### src/rtl/branch_redirect_ctrl.sv
// Branch resolution / redirect controller: 2-bit BHT prediction for fetch,
// EX-stage training, and a flush + ready/valid redirect sequence on mispredict.
module branch_redirect_ctrl #(
  parameter int BHT_ENTRIES = 16,
  parameter int XLEN        = 32
) (
  input  logic            clk,
  input  logic            rst_n,
  input  logic [XLEN-1:0] if_pc,
  output logic            pred_taken,
  input  logic            ex_valid,
  input  logic            ex_branch,
  input  logic            ex_jump,
  input  logic            ex_take_branch,
  input  logic            ex_pred_taken,
  input  logic [XLEN-1:0] ex_pc,
  input  logic [XLEN-1:0] ex_target,
  output logic            ex_ready,
  output logic            flush_if_id,
  output logic            flush_id_ex,
  output logic            redirect_valid,
  output logic [XLEN-1:0] redirect_pc,
  input  logic            redirect_ready,
  output logic [31:0]     branch_cnt,
  output logic [31:0]     mispredict_cnt
);

  localparam int IDX = $clog2(BHT_ENTRIES);

  typedef enum logic [1:0] {
    IDLE     = 2'd0,
    FLUSH    = 2'd1,
    REDIRECT = 2'd2
  } state_t;

  state_t            state_q, state_d;
  logic [1:0]        bht_q [BHT_ENTRIES];
  logic [1:0]        bht_d [BHT_ENTRIES];
  logic [XLEN-1:0]   redirect_pc_q, redirect_pc_d;
  logic [31:0]       branch_cnt_q, branch_cnt_d;
  logic [31:0]       mispredict_cnt_q, mispredict_cnt_d;

  logic [IDX-1:0]    rd_idx;
  logic [IDX-1:0]    wr_idx;
  logic              resolve;
  logic              actual;
  logic              mispredict;
  logic              unused_if_pc_bits;

  assign rd_idx            = if_pc[IDX+1:2];
  assign wr_idx            = ex_pc[IDX+1:2];
  assign unused_if_pc_bits = ^{if_pc[XLEN-1:IDX+2], if_pc[1:0]};

  // Read path has no bypass: a write landing this edge is visible next cycle.
  assign pred_taken = bht_q[rd_idx][1];

  assign ex_ready   = (state_q == IDLE);
  assign resolve    = ex_valid & ex_ready & (ex_branch | ex_jump);
  assign actual     = ex_jump ? 1'b1 : ex_take_branch;
  assign mispredict = actual ^ ex_pred_taken;

  always_comb begin
    state_d          = state_q;
    redirect_pc_d    = redirect_pc_q;
    branch_cnt_d     = branch_cnt_q;
    mispredict_cnt_d = mispredict_cnt_q;
    for (int unsigned i = 0; i < BHT_ENTRIES; i++) begin
      bht_d[i] = bht_q[i];
    end

    if (resolve && ex_branch && !ex_jump) begin
      branch_cnt_d = branch_cnt_q + 32'd1;
      if (ex_take_branch) begin
        if (bht_q[wr_idx] != 2'b11) bht_d[wr_idx] = bht_q[wr_idx] + 2'b01;
      end else begin
        if (bht_q[wr_idx] != 2'b00) bht_d[wr_idx] = bht_q[wr_idx] - 2'b01;
      end
    end

    if (resolve && mispredict) begin
      mispredict_cnt_d = mispredict_cnt_q + 32'd1;
      redirect_pc_d    = actual ? ex_target : ex_pc + XLEN'(4);
    end

    unique case (state_q)
      IDLE:     if (resolve && mispredict) state_d = FLUSH;
      FLUSH:    state_d = REDIRECT;
      REDIRECT: if (redirect_ready) state_d = IDLE;
      default:  state_d = IDLE;
    endcase
  end

  always_ff @(posedge clk or negedge rst_n) begin
    if (!rst_n) begin
      state_q          <= IDLE;
      redirect_pc_q    <= '0;
      branch_cnt_q     <= '0;
      mispredict_cnt_q <= '0;
      for (int unsigned i = 0; i < BHT_ENTRIES; i++) begin
        bht_q[i] <= 2'b01;
      end
    end else begin
      state_q          <= state_d;
      redirect_pc_q    <= redirect_pc_d;
      branch_cnt_q     <= branch_cnt_d;
      mispredict_cnt_q <= mispredict_cnt_d;
      for (int unsigned i = 0; i < BHT_ENTRIES; i++) begin
        bht_q[i] <= bht_d[i];
      end
    end
  end

  assign flush_if_id    = (state_q == FLUSH) || (state_q == REDIRECT);
  assign flush_id_ex    = flush_if_id;
  assign redirect_valid = (state_q == REDIRECT);
  assign redirect_pc    = redirect_pc_q;
  assign branch_cnt     = branch_cnt_q;
  assign mispredict_cnt = mispredict_cnt_q;

endmodule
### config.mk
export PLATFORM = sky130hd
export DESIGN_NAME = branch_redirect_ctrl
export DESIGN_NICKNAME = d
export VERILOG_FILES = /design/src/rtl/branch_redirect_ctrl.sv
export SDC_FILE = /design/constraint.sdc
export NUM_CORES = 1
export LEC_CHECK = 0
export CORE_MARGIN = 2
export CORE_UTILIZATION = 48
export CTS_CLUSTER_SIZE = 25
export DETAILED_ROUTE_END_ITERATION = 10
export PLACE_DENSITY_LB_ADDON = 0.05
export SYNTH_ARGS = -nofsm -noshare
export SYNTH_HDL_FRONTEND = slang
export SYNTH_SLANG_ARGS = --single-unit
export TNS_END_PERCENT = 50
### constraint.sdc
create_clock -name clk -period 3.4 [get_ports clk]
set_input_delay 1.02 -clock clk [delete_from_list [all_inputs] [get_ports clk]]
set_output_delay 1.02 -clock clk [all_outputs]
set_load 0.02 [all_outputs]
; ---- Yosys cells after proc, flatten, opt, wreduce, memory -nomap -nowiden
; Index checks and enable logic that the tools add are counted.
[totals]
ff_bits = 130
in_bits = 104
word_cells = 69
out_inout_bits = 101
[classes]
n_reduce_logical = 11
bitwise_logic = 6
eq_ne = 6
mux = 18
order_cmp = 3
add_sub_neg = 5
[ops]
columns = op, count
row1 = 2-to-1 mux 32 bit, 4
row2 = "adder 32 x 1 -> 32 bit, second input constant", 2
row3 = bitwise mux 32 bit, 2
row4 = "adder 32 x 3 -> 32 bit, second input constant", 1
row5 = binary-select mux 2 bit (select 4 bit), 2
row6 = 2-to-1 mux 2 bit, 7
row7 = "greater-or-equal comparator 5 bit, second input constant", 2
row8 = NOT 4 -> 5 bit, 2
row9 = demux 2 bit (select 4 bit), 1
row10 = "inequality test 2 x 1 -> 1 bit, second input constant", 3
row11 = case mux 2 bit (3 select lines), 1
row12 = "less-than comparator 5 x 1 -> 1 bit, second input constant", 1
row13 = logical AND 1 bit, 4
row14 = nonzero test 2 bit, 2
row15 = AND reduction 3 bit, 1
row16 = "adder 2 x 1 -> 2 bit, second input constant", 1
row17 = bitwise AND 1 bit, 2
row18 = "== test 2 x 1 -> 1 bit, second input constant", 1
row19 = "== test 2 bit, second input constant", 1
row20 = logical NOT 2 bit, 1
row21 = "inequality test 2 bit, second input constant", 1
row22 = AND reduction 2 bit, 1
row23 = "subtractor 2 x 1 -> 2 bit, second input constant", 1
row24 = logical NOT 1 bit, 1
row25 = 4 further kinds, 4

; ---- Longest topological paths before layout
; Gate-level depths: netlist of run 1.
[depth]
depth_word = 8
depth_mapped = 12
mapped_depth_nobuf = 10

; ---- Least setup slack after synthesis of run 1
; Ideal clock, no wire load.
[synth_timing]
kind = in2reg
startpoint = in ex_pc[2]
endpoint = reg bht_q[1] (netlist name)
t_required_ns = 3.275
arrival_ns = 3.355
cell_stages = 10
setup_slack_ns = -0.080
n_path_buf = 1
setup_ns = 0.125
cell_sequence = buf_4 mux4_2 a211oi_2 or2_1 inv_1 ha_1 a211oi_1 and2_1 nand3_1 mux2_2
[synth_between]
elab_chain_cells = 8
word_cells_on_any_way = 21
cone_classes = add/sub: 2 / order compare: 2 / eq/ne: 2 / mux: 10 / bitwise: 1 / reduce/logical: 4
[synth_lines]
columns = element, line_no
row1 = start: declaration, 16  ; input logic [XLEN-1:0] ex_pc,
row2 = NOT 4 -> 5 bit (implied by the code) (*), "74, 76"
row3 = binary-select mux 2 bit (select 4 bit) (tied with other cells), "74, 76"
row4 = 2-to-1 mux 2 bit (implied by the code) or logical AND 1 bit (tied branches), "74, 76"
row5 = 2-to-1 mux 2 bit (implied by the code), "74, 76"
row6 = subtractor 2 x 1 -> 2 bit (tied with other cells), 76  ; if (bht_q[wr_idx] != 2'b00) bht_d[wr_idx] = bht_q[wr_idx] - 2'b01;
row7 = bitwise mux 32 bit (on tied branches), "76, 74"
row8 = 2-to-1 mux 32 bit (on tied branches), "76, 74"
row9 = 2-to-1 mux 32 bit, 73  ; if (ex_take_branch) begin
row10 = end signal: indexed assignment, 108  ; bht_q[i] <= bht_d[i];
row11 = end: declaration, 37  ; logic [1:0] bht_q [BHT_ENTRIES];
; Every way passes the cells marked *; elsewhere a longest branch is shown, timed or not. The select of a mux whose other input is x is not followed.
; A chain may end at the register's enable or synchronous reset.

; ---- Final worst setup path of run 1
[layout_timing]
startpoint = in if_pc[2]
endpoint = out pred_taken
[layout_between]
elab_chain_cells = 4
[layout_lines]
columns = element, line_no
row1 = start: declaration, 9  ; input logic [XLEN-1:0] if_pc,
row2 = NOT 4 -> 5 bit (implied by the code), 55  ; assign pred_taken = bht_q[rd_idx][1];
row3 = binary-select mux 2 bit (select 4 bit), 55
row4 = 2-to-1 mux 2 bit (implied by the code) (2 in a row), 55
row5 = end: declaration, 10  ; output logic pred_taken,
; No other way between the ends. The select of a mux whose other input is x is not followed.

==> impl_metrics.toml, run 1 <==
[outcome]
run_status = "finished, final reports clean"

[routing]
via_per_inst = 5.43
routed_wl_mm = 17.7
drc = 0
num_vias = 5610
drt_iter0_drc = 344
ant_nets = 0
drt-pass1-iter-count = 4
post_drt_wl_per_cell_um = 17.1

[placed_design]
hpwlAfterDp_mm = 13.2
placed_area_um2 = 8980
dp.cells = 1001
dp_slack_ps = -837
place_congestion = 0.835
port_buffers = 176

[pwr]
p_sw_mw = 1.74
sequentialPowerShare_pct = 37.2
finalPower_mw = 5.54
switching_share_pct = 31.4
comb_power_share_pct = 30.7
p_int_mw = 3.80
p_leak_nw = 4.11
powerDensity_nw_per_um2 = 579
power_frac_clock_pct = 32.0
ir_worst_vdd_v = 0.000368

[timing]
finalCritPeriodShare_pct = 97.3
finalMaxSlewViolations = 0
min_period_ps = 3310
rsz0062_at_grt = "false"
max_freq_mhz = 302
fin_skew_ps = 9.57
setup_viol = 0
relSlewSlack_pct = 56.7
fin_hold_ws_ps = 462
hold_violations = 0
worst_slew_pin_slew_ps = 650
setup_ws_ps = 93.4

[synth]
ys_warn_count = 0
synthCells = 642
ys_seq_elements = 130
post_synth.cell_area_avg_um2 = 10.6
synthFlopType = "dfrtp_1"
ys_seq_area_share_pct = 47.9
async_reset_ff_share_pct = 100
synth_nets = 758
ys_types = 46
synth_edf_count = 0
synth_area_um2 = 6830

[worst_setup_path]
worstSetupPathType = "primary input to output pin"
r2r_end = "bht_q[5]"
ff2ff_setup_slack_ps = 600
critPathCaptureType = "output pin"
cp.required_ps = 2380
r2r_cells = 11
critPathLaunchType = "primary input"
worstPathArrival_ps = 2290
crit_fanout = 4

[clocking]
cts_buffer_depth = 2
hold_buffers = 0
cts_tree = "done"
clk_pin_slew_worst_paths_ps = 60
clk_latency_ps = 420
h-tree-depth = 4
cts_buffers = 17
cts.sinks = 130
root_buffer = "clkbuf_16"

[global_routing]
grt_overflow = 0
grt_pass1_vias = 5752
grt_pass1_wl_mm = 28.6
grt_usage_pct = 24.4
grt_antenna_before_repair = 0
grt_start_max_net_pins = 57

[die]
dieWidth_um = 123
io_pins = 205
dieArea_um2 = 15200
initial_core_util_pct = 49.2
die_y_um = 123
rows = 43
core_area_um2 = 13900

[hold_path]
hold_end = "mispredict_cnt[31]"
hold_depth = 1
min_from = "mispredict_cnt[31]"
hold_class = "flop to flop"

[final_layout]
final_cell_mix = "clkdlybuf4s50_1, dfrtp_1, nand2_1"
final_cells = 1034
synthToLayoutAreaGrowth_pct = 40.1
antenna_cells = 0
fin_area_um2 = 9570
final_common_cell = "clkdlybuf4s50_1"
final_nets = 957
drive_gt1_share_pct = 17.4

[run]
maxCapViolations = 0
[per-stage QoR]
stage | setup TNS, ps | util (%)
floorplan | 0 | -
global placement | -20630 | 64.7
detailed placement | -23300 | 64.7
CTS | 0 | 68.9
global route | 0 | 68.9
finish | 0 | 68.9
[worst max-delay path by stage]
stage / end / start / cells past startpoint / slack (ps)
after floorplan: bht_q[1] / ex_pc[2] / 10 / 40
after global placement: pred_taken / if_pc[2] / 4 / -800
after detailed placement: pred_taken / if_pc[2] / 4 / -840
after CTS: bht_q[7] / ex_pc[2] / 11 / 60
after global routing: pred_taken / if_pc[3] / 4 / 30
final: pred_taken / if_pc[2] / 4 / 90
[what timing repair did]
item | in CTS | in global routing
gates resized for setup | 20 | 3
pin swaps | 1 | 4
setup endpoints to repair | 33 | 25
setup buffers | 0 | 1
cloned | 0 | 0
[critical path, cell delays in order]
cell,delay [ps]
buf_4,130
mux4_2,510
mux4_2,460
buf_2,170
[kinds of logic after synthesis]
| kind of cell | synth area share (%) |
|---|---|
| AOI/OAI and AO/OA | 5.26 |
| xor gates and xnor gates | 11.8 |
| adders and majority gates | 2.20 |
| buffers and inverters | 2.25 |
| DFF | 47.9 |
| muxes | 10.5 |
| and+or+nand+nor | 20.0 |
[final cells by class]
cell class,instances,area (um2)
clock buffers,22,464
inverters,10,37.5
well taps,180,225
clock inverters,10,109
multi-input cells,476,3440
repair buffers,206,2020
fillers,1061,4310
flip-flops and latches,130,3270
[cells in the mapped netlist, types with 2 or more instances]
cell      instances  area [um2]
a211oi_1          3        22.5
a21oi_1          19        95.1
a31oi_1           3        18.8
and2_1            7        43.8
and3_1           19         119
and4_1            5        43.8
buf_2             9        45.0
buf_4             2        15.0
clkbuf_1         14        52.6
dfrtp_1         114        2850
dfstp_2          16         420
ha_1             12         150
inv_1            10        37.5
mux2_2           34         383
mux2i_1           2        20.0
mux4_2           14         315
nand2_1          68         255
nand3_1          39         195
nand4_1          32         200
nor2_1           52         195
nor2_2            2        12.5
nor2b_1           5        31.3
nor3_1           14        70.1
nor4_1            3        18.8
nor4_2            4        50.1
o211ai_1          4        30.0
o21ai_0          15        75.1
o22ai_1          13        81.3
or2_1             2        12.5
or2_2             2        12.5
xnor2_1          43         377
xor2_1           47         412
[power by group through the flow]
stage	sequential, mW	clock (mW)	combinational, mW
2_1_floorplan	2.32	0	0.587
6_report	2.06	1.78	1.70
5_1_grt	2.10	1.88	1.83
3_5_place_dp	2.08	0	1.71
3_3_place_gp	2.07	0	1.68
4_1_cts	2.06	1.80	1.72
[layer usage]
layer	GRT usage, %	vias to the layer above	part of all wire, %
li1	-	2669	-
met1	30.8	2742	42
met2	40.6	171	49
met3	6.37	28	6.1
met4	8.74	0	2.4
met5	0	-	0
Power figures use the tool's default switching activity.
==> inputs of run 2 (changes only) <==
--- a/config.mk
+++ b/config.mk
@@ -13,4 +13,4 @@
 export SYNTH_ARGS = -nofsm -noshare
 export SYNTH_HDL_FRONTEND = slang
 export SYNTH_SLANG_ARGS = --single-unit
-export TNS_END_PERCENT = 50
+export TNS_END_PERCENT = 30
==> results of run 2 <==
Final layout, timing and power as in run 1 (identical DEF).
==> inputs of run 3 (changes only) <==
--- a/config.mk
+++ b/config.mk
@@ -9,7 +9,9 @@
 export CORE_UTILIZATION = 48
 export CTS_CLUSTER_SIZE = 25
 export DETAILED_ROUTE_END_ITERATION = 10
+export MAX_ROUTING_LAYER = met4
 export PLACE_DENSITY_LB_ADDON = 0.05
+export REMOVE_ABC_BUFFERS = 1
 export SYNTH_ARGS = -nofsm -noshare
 export SYNTH_HDL_FRONTEND = slang
 export SYNTH_SLANG_ARGS = --single-unit
==> run 3 against run 2 <==
Against the previous run: hold slack improved by 18 ps; cell count decreased by 0.19%; critical path depth unchanged.
==> impl_metrics.toml, run 3 (same netlist as run 1, synthesis figures left out) <==
[final_layout]
drive_gt1_share_pct = 17.7
final_cells = 1032
final_common_cell = "clkdlybuf4s50_1"
synthToLayoutAreaGrowth_pct = 40.0
final_cell_mix = "clkdlybuf4s50_1, dfrtp_1, nand2_1"
fin_area_um2 = 9560
seqCellArea_um2 = 3270
multi_input_area_um2 = 3430
n_fill_cell = 1089
final_nets = 955
antenna_cells = 0

[global_routing]
grt_pass1_vias = 5840
grt_start_max_net_pins = 62
grt_usage_pct = 25.1
grt_antenna_before_repair = 0
grt_pass1_wl_mm = 28.8
grt_overflow = 0

[pwr]
comb_power_share_pct = 30.2
p_leak_nw = 4.10
p_int_mw = 3.84
powerDensity_nw_per_um2 = 585
ir_worst_vdd_v = 0.000377
sequentialPowerShare_pct = 37.0
power_frac_clock_pct = 32.9
p_sw_mw = 1.75
switching_share_pct = 31.3
finalPower_mw = 5.59

[die]
rows = 43
dieArea_um2 = 15200
dieWidth_um = 123
initial_core_util_pct = 49.2
die_y_um = 123
core_area_um2 = 13900
io_pins = 205

[timing]
worst_slew_pin_slew_ps = 684
finalCritPeriodShare_pct = 98.0
setup_viol = 0
fin_skew_ps = 12.6
max_freq_mhz = 300
min_period_ps = 3330
rsz0062_at_grt = "false"
finalMaxSlewViolations = 0
relSlewSlack_pct = 54.4
hold_violations = 0

[run]
maxCapViolations = 0

[routing]
routed_wl_mm = 17.6
num_vias = 5684
drt-pass1-iter-count = 5
via_per_inst = 5.51
post_drt_wl_per_cell_um = 17.1
drt_iter0_drc = 296
ant_nets = 0
drc = 0

[placed_design]
dp.cells = 1000
hpwlAfterDp_mm = 13.0
placed_area_um2 = 8940
place_congestion = 0.883
port_buffers = 176

[clocking]
clk_pin_slew_worst_paths_ps = 60
cts_setup_buffers = 0
cts_tree = "done"
clk_latency_ps = 410
hold_buffers = 0
cts.sinks = 130
cts_buffers = 17
root_buffer = "clkbuf_16"
h-tree-depth = 4
cts_buffer_depth = 2

[worst_setup_path]
crit_buf_inv = 2
crit_fanout = 4
critPathLaunchType = "primary input"
crit_path_cell_trace = "buf_2 > mux4_2 > mux4_2 > buf_2"
cp_slowest_cell = "mux4_2"
path_delay_family = "multiplexers"
cp.required_ps = 2380
worstSetupPathType = "primary input to output pin"
crit_path_max_incr_delay_ps = 510
worstPathArrival_ps = 2310
critPathCaptureType = "output pin"

[outcome]
run_status = "finished, final reports clean"

[hold_path]
hold_class = "flop to flop"
[run 3: changes by cell type in the layout (fill, tap and decap cells not counted), moves of 2 or more]
cell / change
clkbuf_8: -2
clkinv_4: +3
nand2_1: -3
nand2_2: +3
and2_4: -4
and2_2: +3
buf_4: -2
[run 3: path summary, 6_finish.rpt]
kind / start / endpoint / slack, ps / cells past startpoint
max: if_pc[2] / pred_taken / 70 / 4
min: redirect_pc[10] / redirect_pc[10] / 480 / 2
max reg2reg: flop / bht_q[25] / 600 / 11
min reg2reg: redirect_pc[10] / redirect_pc[10] / 480 / 2
max in group asynchronous: rst_n / redirect_pc[22] / 2000 / 2
min in group asynchronous: rst_n / branch_cnt[18] / 570 / 1
[run 3: worst min-delay path, stage by stage (launching register included)]
cell,delay (ps)
dfrtp_1,340
nand2_1,40
o21ai_0,60
[run 3: metal layers]
metal	GRT usage (%)	wire length (um)	vias up
li1	-	-	2674
met3	5.21	931	34
met2	41.7	8890	201
met1	30.5	7390	2775
met5	-	0	-
met4	8.66	405	0
[run 3: cell type report]
cell class                 count  share of cell area (%)
tap                          180                    2.36
clock inverter                13                    1.69
timing repair buffer         204                    20.9
inverter                      10                   0.393
clock buffer                  19                    4.53
sequential                   130                    34.2
multi-input combinational    476                    35.9
[run 3: stage by stage]
| stage | TNS (ps) | hold slack, ps | util [%] | setup WS, ps |
|---|---|---|---|---|
| detailed placement | -24030 | 473 | 64.4 | -804 |
| finish | 0 | 480 | 68.9 | 67.0 |
| global placement | -21630 | 455 | 64.4 | -805 |
| global route | 0 | 499 | 68.9 | 13.6 |
| floorplan | 0 | 491 | - | 55.9 |
| CTS | 0 | 486 | 68.9 | 0.931 |
[run 3: repair_timing]
item	in CTS	in global routing
hold endpoints to repair	0	0
setup endpoints to repair	33	32
gates resized for setup	21	3
[run 3: power by group through the flow]
stage	Sequential, mW	Combinational [mW]	Clock [mW]
final	2.06	1.69	1.84
after floorplan	2.32	0.549	0
after global routing	2.10	1.83	1.94
after global placement	2.07	1.67	0
after detailed placement	2.08	1.69	0
after CTS	2.06	1.70	1.86
